`config.mk`:
```
export PLATFORM = sky130hd
export DESIGN_NAME = ultrasonic_ranger
export DESIGN_NICKNAME = d
export VERILOG_FILES = /design/src/rtl/ultrasonic_ranger_pkg.sv /design/src/rtl/ultrasonic_ranger_echo_sync.sv /design/src/rtl/ultrasonic_ranger.sv
export SDC_FILE = /design/constraint.sdc
export NUM_CORES = 1
export LEC_CHECK = 0
export BUFFER_PORTS_ARGS = -buffer_cell sky130_fd_sc_hd__buf_2
export CAP_MARGIN = 15
export CORE_MARGIN = 5
export CORE_UTILIZATION = 61
export DETAILED_ROUTE_END_ITERATION = 12
export PLACE_DENSITY = 0.89
export SYNTH_ARGS = -nofsm -noshare
export SYNTH_HDL_FRONTEND = slang
export SYNTH_SLANG_ARGS = --single-unit
```
`constraint.sdc`:
```
create_clock -name clk -period 3.4 [get_ports clk]
set_input_delay 0.68 -clock clk [delete_from_list [all_inputs] [get_ports clk]]
set_output_delay 0.68 -clock clk [all_outputs]
set_load 0.1 [all_outputs]
```
`src/rtl/ultrasonic_ranger_pkg.sv`:
```
// Shared types and constants for the front/rear ultrasonic ranger.
package ranger_pkg;

    typedef enum logic [2:0] {
        IDLE,
        TRIG,
        WAIT_ECHO,
        MEASURE,
        GAP
    } state_t;

    localparam logic SEL_FRONT = 1'b0;
    localparam logic SEL_REAR  = 1'b1;

    localparam int              DIST_W   = 8;
    localparam logic [DIST_W-1:0] DIST_MAX = 8'hFF;

    // Width of a counter that runs 0 .. p-1 (at least one bit).
    function automatic int cnt_width(input int p);
        return (p > 1) ? $clog2(p) : 1;
    endfunction

endpackage

```
`src/rtl/ultrasonic_ranger_echo_sync.sv`:
```
// Two-flop synchronizer for an asynchronous sensor echo line.
module echo_sync (
    input  logic clk,
    input  logic rst_n,
    input  logic async_in,
    output logic sync_out
);

    logic meta;

    always_ff @(posedge clk or negedge rst_n) begin
        if (!rst_n) begin
            meta     <= 1'b0;
            sync_out <= 1'b0;
        end else begin
            meta     <= async_in;
            sync_out <= meta;
        end
    end

endmodule

```
`src/rtl/ultrasonic_ranger.sv`:
```
// Alternating front/rear ultrasonic ranging: trigger, time the echo, publish
// a saturated meter distance with a one-cycle valid strobe.
module ultrasonic_ranger
    import ranger_pkg::*;
#(
    parameter int TRIG_CYCLES      = 500,
    parameter int CYCLES_PER_METER = 291545,
    parameter int ECHO_WAIT_MAX    = 1500000,
    parameter int GAP_CYCLES       = 50000
) (
    input  logic              clk,
    input  logic              rst_n,
    input  logic              enable,
    input  logic              echo_front,
    input  logic              echo_rear,
    output logic              trig_front,
    output logic              trig_rear,
    output logic [DIST_W-1:0] distance_front,
    output logic [DIST_W-1:0] distance_rear,
    output logic              front_valid,
    output logic              rear_valid,
    output logic [1:0]        sensor_fault
);

    localparam int TRIG_W = cnt_width(TRIG_CYCLES);
    localparam int SUB_W  = cnt_width(CYCLES_PER_METER);
    localparam int WAIT_W = cnt_width(ECHO_WAIT_MAX);
    localparam int GAP_W  = cnt_width(GAP_CYCLES);

    localparam logic [TRIG_W-1:0] TRIG_LAST = TRIG_W'(TRIG_CYCLES - 1);
    localparam logic [SUB_W-1:0]  SUB_LAST  = SUB_W'(CYCLES_PER_METER - 1);
    localparam logic [WAIT_W-1:0] WAIT_LAST = WAIT_W'(ECHO_WAIT_MAX - 1);
    localparam logic [GAP_W-1:0]  GAP_LAST  = GAP_W'(GAP_CYCLES - 1);

    // The first high cycle is seen in WAIT_ECHO; preload the counters with it.
    localparam logic [SUB_W-1:0]  FIRST_SUB = (CYCLES_PER_METER > 1) ? SUB_W'(1) : '0;
    localparam logic [DIST_W-1:0] FIRST_M   = (CYCLES_PER_METER > 1) ? 8'd0 : 8'd1;
    localparam logic [DIST_W-1:0] METER_SAT = DIST_MAX - 8'd1;

    state_t            state;
    logic              sel;
    logic [TRIG_W-1:0] trig_cnt;
    logic [WAIT_W-1:0] wait_cnt;
    logic [SUB_W-1:0]  sub_cnt;
    logic [GAP_W-1:0]  gap_cnt;
    logic [DIST_W-1:0] meters;

    logic              echo_front_s;
    logic              echo_rear_s;
    logic              echo_s;

    logic              pub_en;
    logic              pub_timeout;
    logic [DIST_W-1:0] pub_dist;

    echo_sync u_sync_front (
        .clk      (clk),
        .rst_n    (rst_n),
        .async_in (echo_front),
        .sync_out (echo_front_s)
    );

    echo_sync u_sync_rear (
        .clk      (clk),
        .rst_n    (rst_n),
        .async_in (echo_rear),
        .sync_out (echo_rear_s)
    );

    assign echo_s = (sel == SEL_REAR) ? echo_rear_s : echo_front_s;

    // Publish decision: echo fell, meter count saturated, or the echo never came.
    always_comb begin
        pub_en      = 1'b0;
        pub_timeout = 1'b0;
        pub_dist    = DIST_MAX;
        case (state)
            WAIT_ECHO: begin
                if (!echo_s && wait_cnt == WAIT_LAST) begin
                    pub_en      = 1'b1;
                    pub_timeout = 1'b1;
                end
            end
            MEASURE: begin
                if (!echo_s) begin
                    pub_en   = 1'b1;
                    pub_dist = meters;
                end else if (sub_cnt == SUB_LAST && meters == METER_SAT) begin
                    pub_en = 1'b1;
                end
            end
            default: ;
        endcase
    end

    always_ff @(posedge clk or negedge rst_n) begin
        if (!rst_n) begin
            state          <= IDLE;
            sel            <= SEL_FRONT;
            trig_cnt       <= '0;
            wait_cnt       <= '0;
            sub_cnt        <= '0;
            gap_cnt        <= '0;
            meters         <= '0;
            trig_front     <= 1'b0;
            trig_rear      <= 1'b0;
            distance_front <= DIST_MAX;
            distance_rear  <= DIST_MAX;
            front_valid    <= 1'b0;
            rear_valid     <= 1'b0;
            sensor_fault   <= 2'b00;
        end else begin
            front_valid <= 1'b0;
            rear_valid  <= 1'b0;

            if (pub_en) begin
                if (sel == SEL_FRONT) begin
                    distance_front  <= pub_dist;
                    front_valid     <= 1'b1;
                    sensor_fault[0] <= pub_timeout;
                end else begin
                    distance_rear   <= pub_dist;
                    rear_valid      <= 1'b1;
                    sensor_fault[1] <= pub_timeout;
                end
                gap_cnt <= '0;
                state   <= GAP;
            end else begin
                case (state)
                    IDLE: begin
                        sel <= SEL_FRONT;
                        if (enable) begin
                            trig_cnt   <= '0;
                            trig_front <= 1'b1;
                            state      <= TRIG;
                        end
                    end
                    TRIG: begin
                        if (trig_cnt == TRIG_LAST) begin
                            trig_front <= 1'b0;
                            trig_rear  <= 1'b0;
                            wait_cnt   <= '0;
                            state      <= WAIT_ECHO;
                        end else begin
                            trig_cnt <= trig_cnt + 1'b1;
                        end
                    end
                    WAIT_ECHO: begin
                        if (echo_s) begin
                            sub_cnt <= FIRST_SUB;
                            meters  <= FIRST_M;
                            state   <= MEASURE;
                        end else begin
                            wait_cnt <= wait_cnt + 1'b1;
                        end
                    end
                    MEASURE: begin
                        if (sub_cnt == SUB_LAST) begin
                            sub_cnt <= '0;
                            meters  <= meters + 1'b1;
                        end else begin
                            sub_cnt <= sub_cnt + 1'b1;
                        end
                    end
                    GAP: begin
                        if (gap_cnt == GAP_LAST) begin
                            sel <= ~sel;
                            // A rear measurement closes the cycle; IDLE restarts with front.
                            if (sel == SEL_REAR || !enable) begin
                                state <= IDLE;
                            end else begin
                                trig_cnt  <= '0;
                                trig_rear <= 1'b1;
                                state     <= TRIG;
                            end
                        end else begin
                            gap_cnt <= gap_cnt + 1'b1;
                        end
                    end
                    default: state <= IDLE;
                endcase
            end
        end
    end

endmodule
```
# --- Yosys cells after proc, flatten, opt, wreduce, memory -nomap -nowiden ---
# Cells that the tools add are included.
word_totals:
  register_bits: 103
  input_bits: 5
  elab_cells: 117
op_classes:
  add_sub_neg: 5
  eq_ne: 23
  mux: 44
  n_bitwise: 2
  n_reduce_logical: 24
op_table:
  columns: ["operator", "count"]
  rows:
  - ["16-bit 2-to-1 mux", 3]
  - ["21-bit 2-to-1 mux", 2]
  - ["21-bit case mux with 2 select lines", 1]
  - ["19-bit 2-to-1 mux", 2]
  - ["19-bit case mux with 2 select lines", 1]
  - ["9-bit 2-to-1 mux", 4]
  - ["8-bit 2-to-1 mux", 4]
  - ["9-bit case mux with 3 select lines", 1]
  - ["21-bit by 1-bit adder with 21-bit output, second input constant", 1]
  - ["21-bit == test, second input constant", 1]
  - ["2-bit inequality test, second input constant", 10]
  - ["19-bit by 1-bit adder with 19-bit output, second input constant", 1]
  - ["19-bit == test, second input constant", 1]
  - ["16-bit by 1-bit adder with 16-bit output, second input constant", 1]
  - ["16-bit == test, second input constant", 1]
  - ["8-bit case mux with 2 select lines", 1]
  - ["1-bit 2-to-1 mux", 15]
  - ["3-bit 2-to-1 mux", 5]
  - ["3-bit case mux with 5 select lines", 1]
  - ["3-bit inequality test, second input constant", 4]
  - ["4-bit AND reduction", 3]
  - ["2-bit nonzero test", 6]
  - ["5-bit AND reduction", 2]
  - ["9-bit by 1-bit adder with 9-bit output, second input constant", 1]
  - ["other kinds (16)", 26]

# --- Depth between registers and ports, before layout ---
# Gate-level depths: netlist of the first run.
logic_depth:
  depth_word: 7
  mapped_depth: 9

# --- Cells and area by module ---
# Synthesis of the first run repeated with hierarchy kept, for this count alone.
unflattened:
  cells_unflattened: 559
  area_unflattened_um2: 5318.9
modules_own_cells:
  columns: ["module", "instances", "cells_each", "area_per_inst_um2", "seq_area_each_um2"]
  rows:
  - ["ultrasonic_ranger", 1, 555, 5218.8, 2497.4]
  - ["echo_sync", 2, 2, 50.0, 50.0]

# --- Worst setup path after synthesis of the first run ---
# OpenSTA, ideal clock, no wires.
synth_path:
  path_kind: "reg-to-reg"
  start: "reg sub_cnt[0]"
  end: "reg meters[0]"
  setup_time_ns: 0.122
  arrival_ns: 2.313
  t_required_ns: 3.278
  setup_slack_ns: 0.966
  path_stages_with_launch: 8
  n_path_buf: 0
  path_cell_list: "dfrtp_1 inv_1 ha_1 or4b_1 or4_4 nor2_1 mux2_2 a32o_1"
synth_via:
  elab_chain_len: 7
  elab_cells_between_ends: 8
  classes_between: "eq/ne (2); mux (3); bitwise (1); reduce/logical (2)"
synth_lines:
  columns: ["element", "line", "source"]
  rows:
  - ["start: declaration", "ultrasonic_ranger.sv:44", "logic [SUB_W-1:0] sub_cnt;"]
  - ["start signal: assignment", "ultrasonic_ranger.sv:162", "sub_cnt <= sub_cnt + 1'b1;"]
  - ["19-bit == test *", "ultrasonic_ranger.sv:88, ultrasonic_ranger.sv:158", null]
  - ["1-bit logical AND", "ultrasonic_ranger.sv:88", "end else if (sub_cnt == SUB_LAST && meters == METER_SAT) begin"]
  - ["1-bit 2-to-1 mux", "ultrasonic_ranger.sv:88", null]
  - ["1-bit 2-to-1 mux", "ultrasonic_ranger.sv:85", "if (!echo_s) begin"]
  - ["1-bit case mux with 2 select lines", "ultrasonic_ranger.sv:77", "case (state)"]
  - ["1-bit inverter (no line)", null, null]
  - ["4-bit AND reduction (no line) *", null, null]
  - ["end signal: assignment", "ultrasonic_ranger.sv:160", "meters <= meters + 1'b1;"]
  - ["end: declaration", "ultrasonic_ranger.sv:46", "logic [DIST_W-1:0] meters;"]
# Mark *: on every way between the ends. The rest lies on a longest branch, timed or not.
# A chain may end at the register's enable or synchronous reset.

# --- Worst setup path after layout of the first run ---
layout_path:
  start: "reg state[2]"
  end: "reg gap_cnt[0]"
layout_via:
  elab_chain_len: 4
  elab_cells_between_ends: 8
  classes_between: "eq/ne (4); mux (2); reduce/logical (2)"
layout_lines:
  columns: ["element", "line", "source"]
  rows:
  - ["start: declaration", "ultrasonic_ranger.sv:40", "state_t state;"]
  - ["start signal: assignment", "ultrasonic_ranger.sv:98", "state <= IDLE;"]
  - ["start signal: assignment", "ultrasonic_ranger.sv:127", "state <= GAP;"]
  - ["start signal: assignment", "ultrasonic_ranger.sv:135", "state <= TRIG;"]
  - ["3-bit by 2-bit == test with 1-bit output", "ultrasonic_ranger.sv:77", null]
  - ["1-bit case mux with 2 select lines", "ultrasonic_ranger.sv:77", null]
  - ["2-bit inequality test (no line) / 2-bit nonzero test (equally long branches)", null, null]
  - ["2-bit AND reduction (no line)", null, null]
  - ["end signal: assignment", "ultrasonic_ranger.sv:177", "gap_cnt <= gap_cnt + 1'b1;"]
  - ["end: declaration", "ultrasonic_ranger.sv:45", "logic [GAP_W-1:0] gap_cnt;"]
# Several ways; a longest one is shown, not always the timed one.

==> results.yml, run 1 <==
logic_synthesis:
  synth_area_leader_cell: "dfrtp_1"
  ys_ff_latch: 103
  synth_nets: 583
  synth_edf_count: 0
  yosysTopAreaCellShare: 0.399
  netlist_top_cells_area: "dfrtp_1, dfstp_2, nand2_1"
  synth_warnings: 0
  syn_inst: 571
  async_flop_share: 1.00
  synth_area_sq_mm: 0.00546
  synth_cell_types: 68
  ys_top_cells_by_count: "dfrtp_1, nand2_1, nor2_1"
  synthFlopType: "dfrtp_1"
  yosysSeqAreaShare: 0.476
  yosysMostFrequentCell: "dfrtp_1"
  synth_area_per_cell_sq_um: 9.55
clock_tree:
  cts-hold-fix-buffers: 0
  cts_num_sinks: 103
  ctsHtreeMaxLevel: 3
  cts_tree: "built"
  clk_path_buf_depth: 2
  post_cts_resized: 0
  clkLatencyLatePin_ps: 380
  cts-root-buf: "clkbuf_8"
  path_clk_slew_ps: 100
  cts_setup_buffers: 0
  cts_buffers: 9
timing:
  timing.fmax_mhz: 342
  fin_hold_ws_ps: 355
  tightestPinTransition_ps: 1020
  fin_ws_ps: 478
  rsz0062_at_grt: "false"
  setup_viol: 0
  fin_crit_sh: 0.859
  tns_ps: 0
  finalHoldViolCount: 0
  report.final.slew_viol_count: 0
  period_minus_slack_ps: 2920
  slew-limit-headroom: 0.318
  finClkSkew_ps: 17.9
flow_run:
  maxCapViolCount: 0
global_routing:
  first_global_vias: 4280
  grt_usage: 0.220
  grt_antenna_before_repair: 0
  grt_overflow: 0
  grt_max_degree: 84
  grt_pass1_wl_um: 20500
placed_design:
  port_buffers: 26
  gp_congestion: 0.893
  dpl_worst_slack_ps: 524
  post-place-cells: 687
  hpwlAfterDp_um: 7810
floorplanning:
  rows: 34
  ios: 27
  coreArea_sq_mm: 0.00872
  die_h_um: 105
  die_area_sq_mm: 0.0109
  initial_core_util: 0.626
  die-width_um: 105
power:
  p_leak_nw: 2.52
  power.density_mw_per_mm2: 697
  seqPwrFrac: 0.403
  irDropWorstVdd_mv: 0.528
  p_sw_w: 0.00192
  clockPowerShare: 0.185
  switching_share: 0.471
  pwr-share-comb: 0.412
  intPower_w: 0.00215
worst_setup_path:
  crit_start: "state[2]$_DFFE_PN0P_"
  r2r_cells: 5
  critPathMaxFanout: 19
  critPathCaptureType: "flop"
  worstReg2RegStart: "state[2]$_DFFE_PN0P_"
  critPathLaunchType: "flop"
  cp_data_required_time_ps: 3640
  r2r_slack_ps: 480
  timing.rr.end: "gap_cnt[0]$_DFFE_PN0P_"
  cp_data_arrival_time_ps: 3160
  critPathKind: "flop to flop"
hold_path:
  hold_end: "u_sync_front.sync_out$_DFF_PN0_"
  min_path_cells: 0
  min_path_type: "flop to flop"
  min_from: "u_sync_front.meta$_DFF_PN0_"
finish:
  utilization: 0.669
  diodes: 0
  final_nets: 602
  drive_gt1_frac: 0.146
  areaGrowthSynthToFinish_pct: 7.02
  final_cells: 703
routing:
  drtAntennaViolNets: 0
  wirelength_um: 11800
  viasPerCell: 6.54
  first_pass_iters: 5
  drt_iter0_drc: 422
  drc: 0
  routedWlPerCell_um: 16.8
  vias: 4601
run_status:
  outcome: "finished clean"
## power groups by stage
stage | Combinational, W | Clock, W | Sequential (W)
after floorplan | 0.000745 | 0 | 0.00232
after global placement | 0.00162 | 0 | 0.00165
after detailed placement | 0.00166 | 0 | 0.00166
after CTS | 0.00168 | 0.000760 | 0.00164
after global routing | 0.00179 | 0.000813 | 0.00167
final | 0.00168 | 0.000753 | 0.00164
## worst max-delay path: stages (launching register included)
cell and delay, ps:
dfrtp_1 540, or3b_1 590, or4_1 590, nor2_1 260, or3_1 600, o21ai_0 200
## worst max-delay path by stage
stage | endpoint | slack [ps] | cells after the start
after CTS | gap_cnt[0]$_DFFE_PN0P_ | 500 | 5
after detailed placement | gap_cnt[0]$_DFFE_PN0P_ | 520 | 5
final | gap_cnt[0]$_DFFE_PN0P_ | 480 | 5
after global placement | gap_cnt[0]$_DFFE_PN0P_ | 580 | 5
after floorplan | meters[0]$_DFFE_PN0P_ | 970 | 7
after global routing | gap_cnt[0]$_DFFE_PN0P_ | 270 | 5
## per-layer routing
layer / track usage / vias to the layer above / routed length [um]
met5: 0 / - / 0
met4: 0.0814 / 0 / 295
met3: 0.0444 / 34 / 613
met2: 0.344 / 161 / 5550
met1: 0.306 / 2230 / 5350
li1: - / 2176 / -
## state kept, by name (all words and copies together) (netlist names), 2 cells and up
signal,flops
sub_cnt,19
state,3
sensor_fault,2
meters,8
trig_cnt,9
gap_cnt,16
distance_rear,8
distance_front,8
wait_cnt,21
## cells in the final DEF (no fill, tap or decap), types with 3 or more instances in the layout
cell / n
ha_1: 7
a31oi_1: 3
o31a_1: 5
or2_2: 5
and3_1: 20
nor2_1: 47
nand2_1: 56
xnor2_1: 10
nand3_1: 27
or4_1: 11
dfstp_2: 16
buf_4: 10
clkbuf_8: 10
mux2_2: 3
and2_1: 3
nor3_1: 20
dfrtp_1: 87
inv_1: 16
a221o_1: 3
o31ai_1: 11
clkinv_4: 3
o22ai_1: 3
o22a_1: 17
nand2b_1: 4
nor4_1: 18
buf_2: 25
a21oi_1: 14
a211o_1: 14
nor3b_1: 5
nand4_1: 17
o21a_1: 7
or3_1: 10
o21ai_0: 39
xor2_1: 5
## kinds of logic (layout without fill, tap and decap cells)
logic type,count (synthesis),in the layout,share of synthesized area
and+or+nand+nor,264,264,0.261
DFF,103,103,0.476
xor gates and xnor gates,15,15,0.0241
buffers and inverters,43,67,0.0385
adders and majority gates,7,7,0.0161
AOI/OAI and AO/OA,135,135,0.176
muxes,4,4,0.00803
## cell type report
class	instances	area, sq um
fillers	641	2880
multi-input cells	425	2660
flip-flops and latches	103	2600
repair buffers	35	200
clock buffers	10	138
well taps	108	135
inverters	16	60.1
clock inverters	6	52.6
## per-stage QoR
step | power [W] | cell area (sq um)
4_1_cts | 0.00407 | 5840
3_5_place_dp | 0.00332 | 5650
5_1_grt | 0.00427 | 5840
6_report | 0.00407 | 5840
3_3_place_gp | 0.00327 | 5650
2_1_floorplan | 0.00307 | 5460
(Power assumes the default switching activity.)
==> run 2, diff against run 1 <==
==> constraint.sdc (replaced) <==
create_clock -name clk -period 3.4 [get_ports clk]
set_input_delay 0.34 -clock clk [delete_from_list [all_inputs] [get_ports clk]]
set_output_delay 0.34 -clock clk [all_outputs]
set_load 0.005 [all_outputs]
==> results.yml, run 2 (synthesized netlist as in run 1, its figures left out) <==
run_status:
  outcome: "finished clean"
hold_path:
  min_path_cells: 1
  min_path_type: "input port to flop"
  min_from: "echo_front"
  hold_end: "u_sync_front.meta$_DFF_PN0_"
placed_design:
  gp_congestion: 0.942
  dpl_cell_area_sq_mm: 0.00564
  hpwlAfterDp_um: 8120
  port_buffers: 26
routing:
  routedWlPerCell_um: 17.1
  drc: 0
  vias: 4654
  viasPerCell: 6.61
  drtAntennaViolNets: 0
  drt_iter0_drc: 389
  wirelength_um: 12000
  first_pass_iters: 7
finish:
  areaGrowthSynthToFinish_pct: 7.36
  final_cell_area_sq_mm: 0.00586
  final_common_cell: "dfrtp_1"
  largest-register: "wait_cnt"
  diodes: 0
  final_cell_mix: "dfrtp_1, nand2_1, nor2_1"
  final_nets: 603
  drive_gt1_frac: 0.144
  utilization: 0.672
  largest_register_ffs: 21
  top_regs: "wait_cnt x21, sub_cnt x19, gap_cnt x16"
floorplanning:
  ios: 27
  die-width_um: 105
  die_h_um: 105
  rows: 34
  coreArea_sq_mm: 0.00872
  die_area_sq_mm: 0.0109
  initial_core_util: 0.626
clock_tree:
  cts-hold-fix-buffers: 0
  post_cts_resized: 0
  clk_path_buf_depth: 2
  path_clk_slew_ps: 90
  cts_tree: "built"
  cts_setup_buffers: 0
  cts_buffers: 9
  ctsHtreeMaxLevel: 3
  cts-root-buf: "clkbuf_8"
  clkLatencyLatePin_ps: 370
  cts_num_sinks: 103
global_routing:
  grt_max_degree: 86
  grt_overflow: 0
  grt_pass1_wl_um: 20800
  first_global_vias: 4415
  grt_usage: 0.225
  grt_antenna_before_repair: 0
worst_setup_path:
  cp_data_arrival_time_ps: 3130
  r2r_cells: 5
  timing.rr.end: "gap_cnt[0]$_DFFE_PN0P_"
  critPathMaxFanout: 19
  r2r_slack_ps: 500
  cp_data_required_time_ps: 3630
  worstReg2RegStart: "state[1]$_DFFE_PN0P_"
  critPathKind: "flop to flop"
  critPathLaunchType: "flop"
  critPathCaptureType: "flop"
flow_run:
  maxCapViolCount: 0
timing:
  report.final.slew_viol_count: 0
  period_minus_slack_ps: 2900
  timing.fmax_mhz: 345
  rsz0062_at_grt: "false"
  finClkSkew_ps: 13.3
  tightestPinTransition_ps: 1080
  slew-limit-headroom: 0.275
  setup_viol: 0
  finalHoldViolCount: 0
  tns_ps: 0
  fin_crit_sh: 0.852
power:
  p_leak_nw: 2.53
  irDropWorstVdd_mv: 0.241
  total_power_w: 0.00334
  seqPwrFrac: 0.492
  power.density_mw_per_mm2: 571
  switching_share: 0.357
  p_sw_w: 0.00119
  clockPowerShare: 0.217
  intPower_w: 0.00215
  pwr-share-comb: 0.291
==> run 2: cell count changes in the layout (fill, tap and decap cells not counted), sizes merged <==
cell	before	now
clkinv	3	0
clkbuf	10	11
clkinvlp	0	1
dlygate4sd3	0	1
inv	19	20
==> run 2: cell type report <==
| cell class | count | area, sq um |
|---|---|---|
| Multi-Input combinational cell | 425 | 2660 |
| Clock buffer | 11 | 141 |
| Clock inverter | 5 | 37.5 |
| Sequential cell | 103 | 2600 |
| Tap cell | 108 | 135 |
| Fill cell | 665 | 2860 |
| Inverter | 16 | 60.1 |
| Timing Repair Buffer | 36 | 230 |
==> run 2: worst max path at each step <==
stage                     slack, ps                      to                    from
after floorplan                 970   meters[0]$_DFFE_PN0P_  sub_cnt[0]$_DFFE_PN0P_
after global placement          610  gap_cnt[0]$_DFFE_PN0P_    state[1]$_DFFE_PN0P_
after detailed placement        540  gap_cnt[0]$_DFFE_PN0P_    state[1]$_DFFE_PN0P_
after CTS                       520  gap_cnt[0]$_DFFE_PN0P_    state[1]$_DFFE_PN0P_
after global routing            290  gap_cnt[0]$_DFFE_PN0P_    state[1]$_DFFE_PN0P_
final                           500  gap_cnt[0]$_DFFE_PN0P_    state[1]$_DFFE_PN0P_
==> run 2: layer usage <==
| metal | vias to the layer above | share of wire | routed length (um) | track usage |
|---|---|---|---|---|
| met4 | 0 | 0.018 | 214 | 0.0759 |
| met3 | 31 | 0.053 | 642 | 0.0432 |
| li1 | 2165 | - | - | - |
| met5 | - | 0 | 0 | 0 |
| met2 | 161 | 0.49 | 5910 | 0.369 |
| met1 | 2297 | 0.44 | 5270 | 0.302 |
==> run 2: critical path: stages (launching register included) <==
cell and delay (ps):
dfrtp_1 590, or3b_1 550, or4_1 590, nor2_1 260
or3_1 590, o21ai_0 180
==> run 2: through the flow <==
stage	std cells	hold slack, ps	worst slack, ps
after detailed placement	686	345	537
final	704	73.6	504
after CTS	702	57.6	517
after floorplan	571	44.4	966
after global placement	686	336	614
after global routing	704	57.6	293
==> run 2: power by group through the flow <==
stage                     clock, W  sequential (W)  combinational, W
after global placement           0         0.00164          0.000924
after detailed placement         0         0.00166          0.000964
after floorplan                  0         0.00160          0.000746
after global routing      0.000782         0.00168           0.00110
after CTS                 0.000735         0.00164          0.000967
final                     0.000725         0.00164          0.000974
==> run 3, diff against run 2 <==
--- a/config.mk
+++ b/config.mk
@@ -8,9 +8,10 @@
 export BUFFER_PORTS_ARGS = -buffer_cell sky130_fd_sc_hd__buf_2
 export CAP_MARGIN = 15
 export CORE_MARGIN = 5
-export CORE_UTILIZATION = 61
+export CORE_UTILIZATION = 64
+export CTS_BUF_LIST = sky130_fd_sc_hd__clkbuf_4 sky130_fd_sc_hd__clkbuf_8
 export DETAILED_ROUTE_END_ITERATION = 12
-export PLACE_DENSITY = 0.89
+export PLACE_DENSITY = 0.93
 export SYNTH_ARGS = -nofsm -noshare
 export SYNTH_HDL_FRONTEND = slang
 export SYNTH_SLANG_ARGS = --single-unit
==> results.yml, run 3 (synthesized netlist as in run 1, its figures left out) <==
global_routing:
  grt_max_degree: 64
  first_global_vias: 4562
  grt_pass1_wl_um: 21300
  grt_usage: 0.253
  grt_overflow: 0
  grt_antenna_before_repair: 0
placed_design:
  hpwlAfterDp_um: 8290
  dpl_worst_slack_ps: 458
  gp_congestion: 0.915
  post-place-cells: 684
  dpl_cell_area_sq_mm: 0.00564
  port_buffers: 26
clock_tree:
  cts_setup_buffers: 0
  ctsHtreeMaxLevel: 3
  cts_num_sinks: 103
  clkLatencyLatePin_ps: 370
  cts-root-buf: "clkbuf_8"
  cts_tree: "built"
  cts-hold-fix-buffers: 0
  path_clk_slew_ps: 110
  post_cts_resized: 0
  cts_buffers: 9
  clk_path_buf_depth: 2
timing:
  report.final.slew_viol_count: 0
  fin_crit_sh: 0.894
  tns_ps: 0
  period_minus_slack_ps: 3040
  finalHoldViolCount: 0
  setup_viol: 0
  slew-limit-headroom: 0.200
  fin_ws_ps: 360
  timing.fmax_mhz: 329
  rsz0062_at_grt: "false"
  finClkSkew_ps: 15.3
  tightestPinTransition_ps: 1190
run_status:
  outcome: "finished clean"
floorplanning:
  die_area_sq_mm: 0.0105
  initial_core_util: 0.661
  die-width_um: 102
  die_h_um: 102
  coreArea_sq_mm: 0.00826
  rows: 33
  ios: 27
routing:
  vias: 4733
  drtAntennaViolNets: 0
  drc: 0
  wirelength_um: 12500
  first_pass_iters: 5
  routedWlPerCell_um: 17.9
  viasPerCell: 6.76
  drt_iter0_drc: 334
power:
  total_power_w: 0.00356
  power.density_mw_per_mm2: 605
  irDropWorstVdd_mv: 0.256
  p_leak_nw: 2.55
worst_setup_path:
  slowest_stage: "or3_1"
  critPathCaptureType: "flop"
  timing.critical_path.buf_inv: 0
  critPathMaxStageDelay_ps: 640
  r2r_cells: 5
  r2r_slack_ps: 360
  worstPathCellList: "or3b_1 -> or4_1 -> nor2_1 -> or3_1 -> o21ai_0"
  cp_top_family: "simple AND/OR/NAND/NOR gates"
  cp_data_arrival_time_ps: 3260
  cp_data_required_time_ps: 3620
  timing.rr.end: "gap_cnt[0]$_DFFE_PN0P_"
  critPathLaunchType: "flop"
  worstReg2RegStart: "state[1]$_DFFE_PN0P_"
  critPathMaxFanout: 19
  critPathKind: "flop to flop"
finish:
  largest-register: "wait_cnt"
  final_nets: 602
  final_cell_area_sq_mm: 0.00589
  areaGrowthSynthToFinish_pct: 8.03
  final_common_cell: "dfrtp_1"
  filler_cell_count: 562
  diodes: 0
  drive_gt1_frac: 0.146
  top_regs: "wait_cnt x21, sub_cnt x19, gap_cnt x16"
  final_cell_mix: "dfrtp_1, nand2_1, nor2_1"
  largest_register_ffs: 21
  final_cells: 700
flow_run:
  maxCapViolCount: 0
hold_path:
  min_path_type: "input port to async pin"
==> run 3: cell count changes in the layout (fill, tap and decap cells not counted), sizes merged <==
| cell | change |
|---|---|
| bufinv | +3 |
| clkinv | +1 |
| clkinvlp | -1 |
| dlygate4sd3 | -1 |
| inv | -3 |
==> run 3: per-stage QoR <==
stage / hold slack (ps) / utilization
finish: 29.0 / 0.714
global route: 70.7 / 0.714
CTS: 54.8 / 0.714
detailed placement: 336 / 0.683
global placement: 335 / 0.683
floorplan: 44.4 / -
==> run 3: per-layer routing <==
layer	share of wire	vias up	GRT usage
met3	0.069	35	0.0457
met2	0.49	240	0.420
li1	-	2161	-
met1	0.42	2297	0.331
met5	0	-	0
met4	0.021	0	0.0989
==> run 3: area by class of cell <==
type,count,area [sq um],area share
Clock inverter,5,104,0.0176
Inverter,16,60.1,0.0102
Multi-Input combinational cell,425,2660,0.451
Clock buffer,11,145,0.0246
Sequential cell,103,2600,0.441
Timing Repair Buffer,35,200,0.0340
Tap cell,105,131,0.0223
==> run 3: worst max path at each step <==
| stage | cells after the start | endpoint | slack (ps) | startpoint |
|---|---|---|---|---|
| 4_1_cts | 5 | gap_cnt[0]$_DFFE_PN0P_ | 390 | state[1]$_DFFE_PN0P_ |
| 5_1_grt | 5 | gap_cnt[0]$_DFFE_PN0P_ | 100 | state[1]$_DFFE_PN0P_ |
| 3_5_place_dp | 5 | gap_cnt[0]$_DFFE_PN0P_ | 460 | state[1]$_DFFE_PN0P_ |
| 2_1_floorplan | 7 | meters[0]$_DFFE_PN0P_ | 970 | sub_cnt[0]$_DFFE_PN0P_ |
| 3_3_place_gp | 5 | gap_cnt[0]$_DFFE_PN0P_ | 600 | state[1]$_DFFE_PN0P_ |
| 6_report | 5 | gap_cnt[0]$_DFFE_PN0P_ | 360 | state[1]$_DFFE_PN0P_ |
==> run 3: where the power goes <==
part | internal [W] | switching [W]
logic | 0.000393 | 0.000585
registers | 0.00146 | 0.000190
clock network | 0.000519 | 0.000417
total | 0.00237 | 0.00119
